--- src/rtl/pi_spi_bridge.sv ---
// rtl/pi_spi_bridge.sv - SPI mode-0 slave turning Pi frames into PET address-space write/read strobes
module pi_spi_bridge #(
  parameter int SYNC_STAGES  = 2,
  parameter int READ_LATENCY = 2
) (
  input  logic        clk,
  input  logic        reset_n,
  input  logic        spi_sclk,
  input  logic        spi_cs_n,
  input  logic        spi_mosi,
  output logic        spi_miso,
  output logic [15:0] pi_addr,
  output logic [7:0]  pi_data,
  output logic        pi_write_strobe,
  output logic        pi_read_strobe,
  input  logic [7:0]  pi_data_in,
  output logic        spi_error
);

  localparam int LAT_W = $clog2(READ_LATENCY + 1);

  typedef enum logic [3:0] {
    WAIT_CS_HIGH, IDLE, CMD, ADDR_HI, ADDR_LO, DATA, READ_WAIT, READ_OUT, IGNORE
  } state_t;

  state_t                 state_q, state_d;
  logic [SYNC_STAGES-1:0] sclk_sync_q, sclk_sync_d;
  logic [SYNC_STAGES-1:0] cs_sync_q, cs_sync_d;
  logic [SYNC_STAGES-1:0] mosi_sync_q, mosi_sync_d;
  logic                   sclk_prev_q, sclk_prev_d;
  logic [2:0]             bit_cnt_q, bit_cnt_d;
  logic [7:0]             rx_q, rx_d;
  logic [7:0]             cmd_q, cmd_d;
  logic [7:0]             addr_hi_q, addr_hi_d;
  logic [15:0]            wr_addr_q, wr_addr_d;
  logic [LAT_W-1:0]       lat_cnt_q, lat_cnt_d;
  logic [7:0]             tx_q, tx_d;
  logic [15:0]            pi_addr_q, pi_addr_d;
  logic [7:0]             pi_data_q, pi_data_d;
  logic                   wr_strobe_q, wr_strobe_d;
  logic                   rd_strobe_q, rd_strobe_d;
  logic                   err_q, err_d;

  logic       sclk_s, cs_s, mosi_s;
  logic       sclk_rise, sclk_fall, byte_done, in_frame;
  logic [7:0] rx_byte;

  always_comb begin
    state_d     = state_q;
    sclk_sync_d = {sclk_sync_q[SYNC_STAGES-2:0], spi_sclk};
    cs_sync_d   = {cs_sync_q[SYNC_STAGES-2:0], spi_cs_n};
    mosi_sync_d = {mosi_sync_q[SYNC_STAGES-2:0], spi_mosi};
    bit_cnt_d   = bit_cnt_q;
    rx_d        = rx_q;
    cmd_d       = cmd_q;
    addr_hi_d   = addr_hi_q;
    wr_addr_d   = wr_addr_q;
    lat_cnt_d   = lat_cnt_q;
    tx_d        = tx_q;
    pi_addr_d   = pi_addr_q;
    pi_data_d   = pi_data_q;
    wr_strobe_d = 1'b0;
    rd_strobe_d = 1'b0;
    err_d       = 1'b0;

    sclk_s      = sclk_sync_q[SYNC_STAGES-1];
    cs_s        = cs_sync_q[SYNC_STAGES-1];
    mosi_s      = mosi_sync_q[SYNC_STAGES-1];
    sclk_prev_d = sclk_s;
    sclk_rise   = sclk_s & ~sclk_prev_q;
    sclk_fall   = ~sclk_s & sclk_prev_q;
    rx_byte     = {rx_q[6:0], mosi_s};
    in_frame    = (state_q != WAIT_CS_HIGH) && (state_q != IDLE);
    // A CS_n rise in the same cycle as the 8th edge must discard the byte
    byte_done   = sclk_rise && (bit_cnt_q == 3'd7) && !cs_s;

    if (in_frame && sclk_rise) begin
      rx_d      = rx_byte;
      bit_cnt_d = bit_cnt_q + 3'd1;
    end

    case (state_q)
      WAIT_CS_HIGH: if (cs_s) state_d = IDLE;
      IDLE: begin
        if (!cs_s) begin
          state_d   = CMD;
          bit_cnt_d = 3'd0;
          rx_d      = 8'h00;
        end
      end
      CMD: begin
        if (byte_done) begin
          cmd_d = rx_byte;
          case (rx_byte)
            8'h01, 8'h02, 8'h03: state_d = ADDR_HI;
            default: begin
              err_d   = 1'b1;
              state_d = IGNORE;
            end
          endcase
        end
      end
      ADDR_HI: begin
        if (byte_done) begin
          addr_hi_d = rx_byte;
          state_d   = ADDR_LO;
        end
      end
      ADDR_LO: begin
        if (byte_done) begin
          if (cmd_q == 8'h03) begin
            pi_addr_d   = {addr_hi_q, rx_byte};
            rd_strobe_d = 1'b1;
            lat_cnt_d   = '0;
            state_d     = READ_WAIT;
          end else begin
            wr_addr_d = {addr_hi_q, rx_byte};
            state_d   = DATA;
          end
        end
      end
      DATA: begin
        if (byte_done) begin
          pi_addr_d   = wr_addr_q;
          pi_data_d   = rx_byte;
          wr_strobe_d = 1'b1;
          wr_addr_d   = wr_addr_q + 16'd1;
          if (cmd_q == 8'h01) state_d = IGNORE;
        end
      end
      READ_WAIT: begin
        if (lat_cnt_q == LAT_W'(READ_LATENCY)) begin
          tx_d    = pi_data_in;
          state_d = READ_OUT;
        end else begin
          lat_cnt_d = lat_cnt_q + 1'b1;
        end
      end
      READ_OUT: begin
        // The fall that trails the AL byte arrives with bit_cnt 0 and must not shift
        if (sclk_fall && (bit_cnt_q != 3'd0)) tx_d = {tx_q[6:0], 1'b0};
        if (byte_done) state_d = IGNORE;
      end
      IGNORE: state_d = IGNORE;
      default: state_d = WAIT_CS_HIGH;
    endcase

    if (in_frame && cs_s) state_d = IDLE;
  end

  always_ff @(posedge clk or negedge reset_n) begin
    if (!reset_n) begin
      state_q     <= WAIT_CS_HIGH;
      sclk_sync_q <= '0;
      cs_sync_q   <= '0;
      mosi_sync_q <= '0;
      sclk_prev_q <= 1'b0;
      bit_cnt_q   <= 3'd0;
      rx_q        <= 8'h00;
      cmd_q       <= 8'h00;
      addr_hi_q   <= 8'h00;
      wr_addr_q   <= 16'h0000;
      lat_cnt_q   <= '0;
      tx_q        <= 8'h00;
      pi_addr_q   <= 16'h0000;
      pi_data_q   <= 8'h00;
      wr_strobe_q <= 1'b0;
      rd_strobe_q <= 1'b0;
      err_q       <= 1'b0;
    end else begin
      state_q     <= state_d;
      sclk_sync_q <= sclk_sync_d;
      cs_sync_q   <= cs_sync_d;
      mosi_sync_q <= mosi_sync_d;
      sclk_prev_q <= sclk_prev_d;
      bit_cnt_q   <= bit_cnt_d;
      rx_q        <= rx_d;
      cmd_q       <= cmd_d;
      addr_hi_q   <= addr_hi_d;
      wr_addr_q   <= wr_addr_d;
      lat_cnt_q   <= lat_cnt_d;
      tx_q        <= tx_d;
      pi_addr_q   <= pi_addr_d;
      pi_data_q   <= pi_data_d;
      wr_strobe_q <= wr_strobe_d;
      rd_strobe_q <= rd_strobe_d;
      err_q       <= err_d;
    end
  end

  assign spi_miso        = (state_q == READ_OUT) ? tx_q[7] : 1'b0;
  assign pi_addr         = pi_addr_q;
  assign pi_data         = pi_data_q;
  assign pi_write_strobe = wr_strobe_q;
  assign pi_read_strobe  = rd_strobe_q;
  assign spi_error       = err_q;

endmodule

--- config.mk ---
export PLATFORM = sky130hd
export DESIGN_NAME = pi_spi_bridge
export DESIGN_NICKNAME = d
export VERILOG_FILES = /design/src/rtl/pi_spi_bridge.sv
export SDC_FILE = /design/constraint.sdc
export NUM_CORES = 1
export LEC_CHECK = 0
export CAP_MARGIN = 20
export CORE_ASPECT_RATIO = 1.5
export CORE_MARGIN = 3
export CORE_UTILIZATION = 46
export DETAILED_ROUTE_END_ITERATION = 16
export PLACE_DENSITY = 0.66
export SYNTH_ARGS = -nofsm -noshare
export SYNTH_HDL_FRONTEND = slang
export SYNTH_SLANG_ARGS = --single-unit
--- constraint.sdc ---
create_clock -name clk -period 2.36 [get_ports clk]
set_input_delay 0.236 -clock clk [delete_from_list [all_inputs] [get_ports clk]]
set_output_delay 0.236 -clock clk [all_outputs]
set_load 0.05 [all_outputs]
=== Word-level counts from Yosys, hierarchy flattened ===
Index checks and enable logic that the tools add are counted.

* Add/sub/neg operators: 3
* Equality and inequality tests: 32
* Mux-type cells: 43
* Bitwise logic cells: 4
* Reduce and logical (&&, ||, !) cells: 22

{| class="wikitable"
|+ Operators by type and width
! kind !! number
|-
| 16-bit two-way mux || 6
|-
| 16-bit case mux with 2 select lines || 2
|-
| 4-bit two-way mux || 11
|-
| 8-bit two-way mux || 5
|-
| 4-bit case mux with 9 select lines || 1
|-
| 3-bit != test, second input constant || 9
|-
| 8-bit by 2-bit == test with 1-bit output, second input constant || 3
|-
| 16-bit by 1-bit adder with 16-bit output, second input constant || 1
|-
| 4-bit by 3-bit == test with 1-bit output, second input constant || 4
|-
| 8-bit by 1-bit == test with 1-bit output, second input constant || 2
|-
| 8-bit case mux with 2 select lines || 1
|-
| 2-bit != test, second input constant || 7
|-
| 4-bit AND reduction || 3
|-
| 1-bit two-way mux || 9
|-
| 3-bit two-way mux || 3
|-
| 9-bit AND reduction || 1
|-
| 4-bit by 2-bit == test with 1-bit output, second input constant || 2
|-
| 2-bit two-way mux || 4
|-
| 1-bit logical AND || 6
|-
| 2-bit AND reduction || 3
|-
| 2-bit nonzero test || 3
|-
| 4-bit by 1-bit == test with 1-bit output, second input constant || 1
|-
| 4-bit == test, second input constant || 1
|-
| 4-bit zero test || 1
|-
| 13 further kinds || 15
|}

* Register bits after elaboration: 91
* Input port bits: 13
* Output and inout port bits: 28
* Logic and storage cells: 121

=== Longest topological paths before layout ===
* Depth after elaboration: 7
* Depth in mapped cells: 9
* Gate-level depth less buffers: 7

=== Least setup slack after synthesis ===
No wires, ideal clock.

* Kind: reg2out
* Start point: register state_q[3]
* End point: output port spi_miso
* Data arrival time: 1.878 ns
* Data required time: 2.124 ns
* Slack: 0.246 ns
* Stages on the path, launching flop included: 5
* Buffers on the path: 1
* Path through: dfrtp_1 > buf_4 > nor2b_1 > nand3_1 > nor2_1

* Cells in the longest elaborated chain, start to end: 2

{| class="wikitable"
|+ RTL lines
! element !! RTL line !! source
|-
| from (decl) || 26 || <nowiki>state_t state_q, state_d;</nowiki>
|-
| from (signal assigned) || 171 || <nowiki>state_q <= state_d;</nowiki>
|-
| 4-bit by 3-bit == test with 1-bit output || 191 || <nowiki>assign spi_miso = (state_q == READ_OUT) ? tx_q[7] : 1'b0;</nowiki>
|-
| 1-bit two-way mux || 191 ||
|-
| to (decl) || 11 || <nowiki>output logic spi_miso,</nowiki>
|}

Every way passes these cells.

=== Worst setup path in the final report ===
* Start point: register bit_cnt_q[0]
* End point: register wr_addr_q[11]

* Cells in the longest elaborated chain, start to end: 5
* Elaborated cells on any way between the ends: 6
* Classes of those cells: eq/ne: 3; reduce/logical: 3

{| class="wikitable"
|+ RTL lines
! element !! RTL line !! source
|-
| from (decl) || 31 || <nowiki>logic [2:0] bit_cnt_q, bit_cnt_d;</nowiki>
|-
| from (signal assigned) || 176 || <nowiki>bit_cnt_q <= bit_cnt_d;</nowiki>
|-
| 3-bit == test (*) || 75 || <nowiki>byte_done = sclk_rise && (bit_cnt_q == 3'd7) && !cs_s;</nowiki>
|-
| 1-bit logical AND (*) (2 in a row) || 75 ||
|-
| 2-bit != test (no line) || n/a ||
|-
| 4-bit AND reduction (no line) (*) || n/a ||
|-
| to (signal assigned) || 180 || <nowiki>wr_addr_q <= wr_addr_d;</nowiki>
|-
| to (decl) || 35 || <nowiki>logic [15:0] wr_addr_q, wr_addr_d;</nowiki>
|}

Every way passes the cells marked *; elsewhere a longest branch is shown, timed or not.
A chain may end at the register's enable or synchronous reset.

==> results.cfg <==
[global_route]
antenna_found_initial = 0
grt_use_total = 0.193
grt_overflow = 0
first_global_vias = 3388
grt_pass1_wl_um = 16600
grt_max_degree = 55

[sta]
setup_viol = 0
clock.fmax_mhz = 467
timing.final.crit_share = 0.908
finalHoldViolations = 0
max_slew.worst_pin.slew_ns = 0.676
period_minus_slack_ns = 2.14
tns_ns = 0
hold_ws_ns = 0.334
slew_viol_final = 0
fin_skew_ns = 0.00746
slew_headroom = 0.547
setup_ws_ns = 0.217
rsz0062_at_grt = false

[synthesis]
syn_area_per_cell_um2 = 9.79
synth_flop_cell = dfrtp_1
syn_area_um2 = 4340
synth_edf_count = 0
ys_warn_count = 0
async_flop_share = 1.00
ys_types = 54
synth-seq-area-share = 0.519
synth_seq_cells = 90
syn-num-nets = 461
synthCells = 443

[die]
start_util = 0.483
die-area_um2 = 10700
core-area_um2 = 8990
die_w_um = 85.3
dieHeight_um = 125
rows = 42
ios = 41

[flow_run]
cap_violations = 0

[worst_setup_path]
cp_data_required_time_ns = 2.61
critPathCaptureType = register
cp_max_fo = 7
arrival_ns = 2.40
critPathLaunchType = register
worstSetupPathType = reg -> reg

[clock_network]
cts_tree = done
root_buffer = clkbuf_16
htreeDepth = 3
cts_resized = 0
clkTransAtPathRegs_ns = 0.06
clk_latency_ns = 0.34
cts_hold_buf = 1
cts_setup_buffers = 0
cts_sinks = 90
clock_path_buffers = 2
cts_buffers = 9

[placement]
dp_hpwl_um = 6730
port_buffers = 40
pre_cts_slack_ns = 0.224
gp_congestion = 0.921

[pwr]
leakage_nw = 2.36
p_per_area_nw_per_um2 = 657
ir_drop_mv = 0.420

[drt]
drtIter0Drc = 233
ant_nets = 0
vias = 3403
wl_per_cell_um = 16.1
postRouteWirelength_um = 9660
first_pass_iters = 5
drc = 0
vias_per_cell = 5.66

[final_layout]
fillers = 795
layout.nets = 505
syn_to_final_growth_pct = 19.1
final_common_cell = dfrtp_1
num_antenna_cells = 0
final_cell_mix = dfrtp_1 (90), nand2_1 (84), nor2_1 (45), clkdlybuf4s50_1 (38), o21ai_0 (22)
drive_above_1_share = 0.128

[hold_path]
holdCritPathClass = in -> reg

[status]
status = complete, no violations
per-stage QoR:
stage | total power, mW | area (µm²) | utilization | std cells
floorplan | 2.01 | 4340 | - | 443
global placement | 2.13 | 4890 | 0.545 | 585
detailed placement | 2.15 | 4890 | 0.545 | 585
CTS | 3.44 | 5160 | 0.575 | 601
global route | 3.54 | 5160 | 0.575 | 601
finish | 3.40 | 5160 | 0.575 | 601
cell type report:
type | count | area, µm² | share of cell area
repair buffers | 58 | 558 | 0.108
inverters | 7 | 26.3 | 0.00509
clock buffers | 10 | 229 | 0.0443
clock inverters | 5 | 32.5 | 0.00630
flip-flops and latches | 90 | 2250 | 0.436
well taps | 110 | 138 | 0.0266
multi-input cells | 321 | 1930 | 0.374
final timing paths:
| check | startpoint | endpoint | slack [ns] | depth (start not counted) |
|---|---|---|---|---|
| min in group asynchronous | reset_n | sclk_sync_q[0]$_DFF_PN0_ | 0.40 | 2 |
| max in group asynchronous | reset_n | addr_hi_q[5]$_DFFE_PN0P_ | 1.29 | 3 |
| worst max-delay path | bit_cnt_q[0]$_DFF_PN0_ | wr_addr_q[11]$_DFFE_PN0P_ | 0.22 | 8 |
| worst min-delay path | spi_mosi | mosi_sync_q[0]$_DFF_PN0_ | 0.33 | 1 |
| worst max register to register | bit_cnt_q[0]$_DFF_PN0_ | wr_addr_q[11]$_DFFE_PN0P_ | 0.22 | 8 |
| worst min register to register | sclk_sync_q[0]$_DFF_PN0_ | sclk_sync_q[1]$_DFF_PN0_ | 0.35 | 0 |
state kept, by name (all words and copies together) (netlist names):
register and count:
pi_addr 16, pi_write_strobe 1, pi_data 8, addr_hi_q 8, cmd_q 8, pi_read_strobe 1, tx_q 8, bit_cnt_q 3
sclk_prev_q 1, wr_addr_q 16, cs_sync_q 2, rx_q 7, spi_error 1, mosi_sync_q 2, sclk_sync_q 2, state_q 4
lat_cnt_q 2
routing by layer:
metal / vias up / track usage / part of all wire
li1: 1636 / - / -
met5: - / 0 / 0
met2: 109 / 0.313 / 0.51
met1: 1642 / 0.251 / 0.43
met3: 16 / 0.0304 / 0.045
met4: 0 / 0.0885 / 0.021
cell usage after synthesis (all sizes together) (2+ instances only):
library cell / instances / share of area
dfrtp: 90 / 0.52
nand2: 86 / 0.076
nor2: 46 / 0.040
o21ai: 23 / 0.027
a21oi: 21 / 0.024
a31oi: 20 / 0.029
buf: 18 / 0.025
mux2: 18 / 0.047
mux2i: 18 / 0.042
nand3: 13 / 0.015
o22ai: 9 / 0.013
clkbuf: 7 / 0.0061
inv: 7 / 0.0061
nand2b: 7 / 0.010
nor2b: 7 / 0.010
nor3: 6 / 0.0081
and3: 5 / 0.0072
ha: 5 / 0.014
nor3b: 4 / 0.0081
nand4: 3 / 0.0058
o31ai: 3 / 0.0052
a22oi: 2 / 0.0046
a2bb2oi: 2 / 0.0040
and4: 2 / 0.0040
and4bb: 2 / 0.0058
nor4: 2 / 0.0063
o32ai: 2 / 0.0058
or2: 2 / 0.0029
critical path, cell delays in order (launching register included):
cell and delay [ns]:
dfrtp_1 0.38, ha_1 0.16, ha_1 0.20, and4bb_1 0.41
nand2_2 0.12, nor2_1 0.35, buf_4 0.22, o22ai_1 0.07
a21oi_1 0.15
cells by family (layout without fill, tap and decap cells):
| logic type | after synthesis | count (layout) | synth area share |
|---|---|---|---|
| AND/OR/NAND/NOR | 191 | 191 | 0.214 |
| AO/OA/AOI/OAI | 88 | 88 | 0.125 |
| buffers and inverters | 32 | 80 | 0.0375 |
| multiplexers | 36 | 36 | 0.0883 |
| adder cells (fa/ha/maj) | 5 | 5 | 0.0144 |
| XOR/XNOR | 1 | 1 | 0.00202 |
| flip-flops | 90 | 90 | 0.519 |
power breakdown:
group	leakage, nW	switching, mW	total, mW	internal, mW
clock	0.120	0.576	1.28	0.704
sequential	1.20	0.0704	1.66	1.59
combinational	1.04	0.250	0.459	0.209
total	2.36	0.896	3.40	2.50
Power figures use the tool's default switching activity.
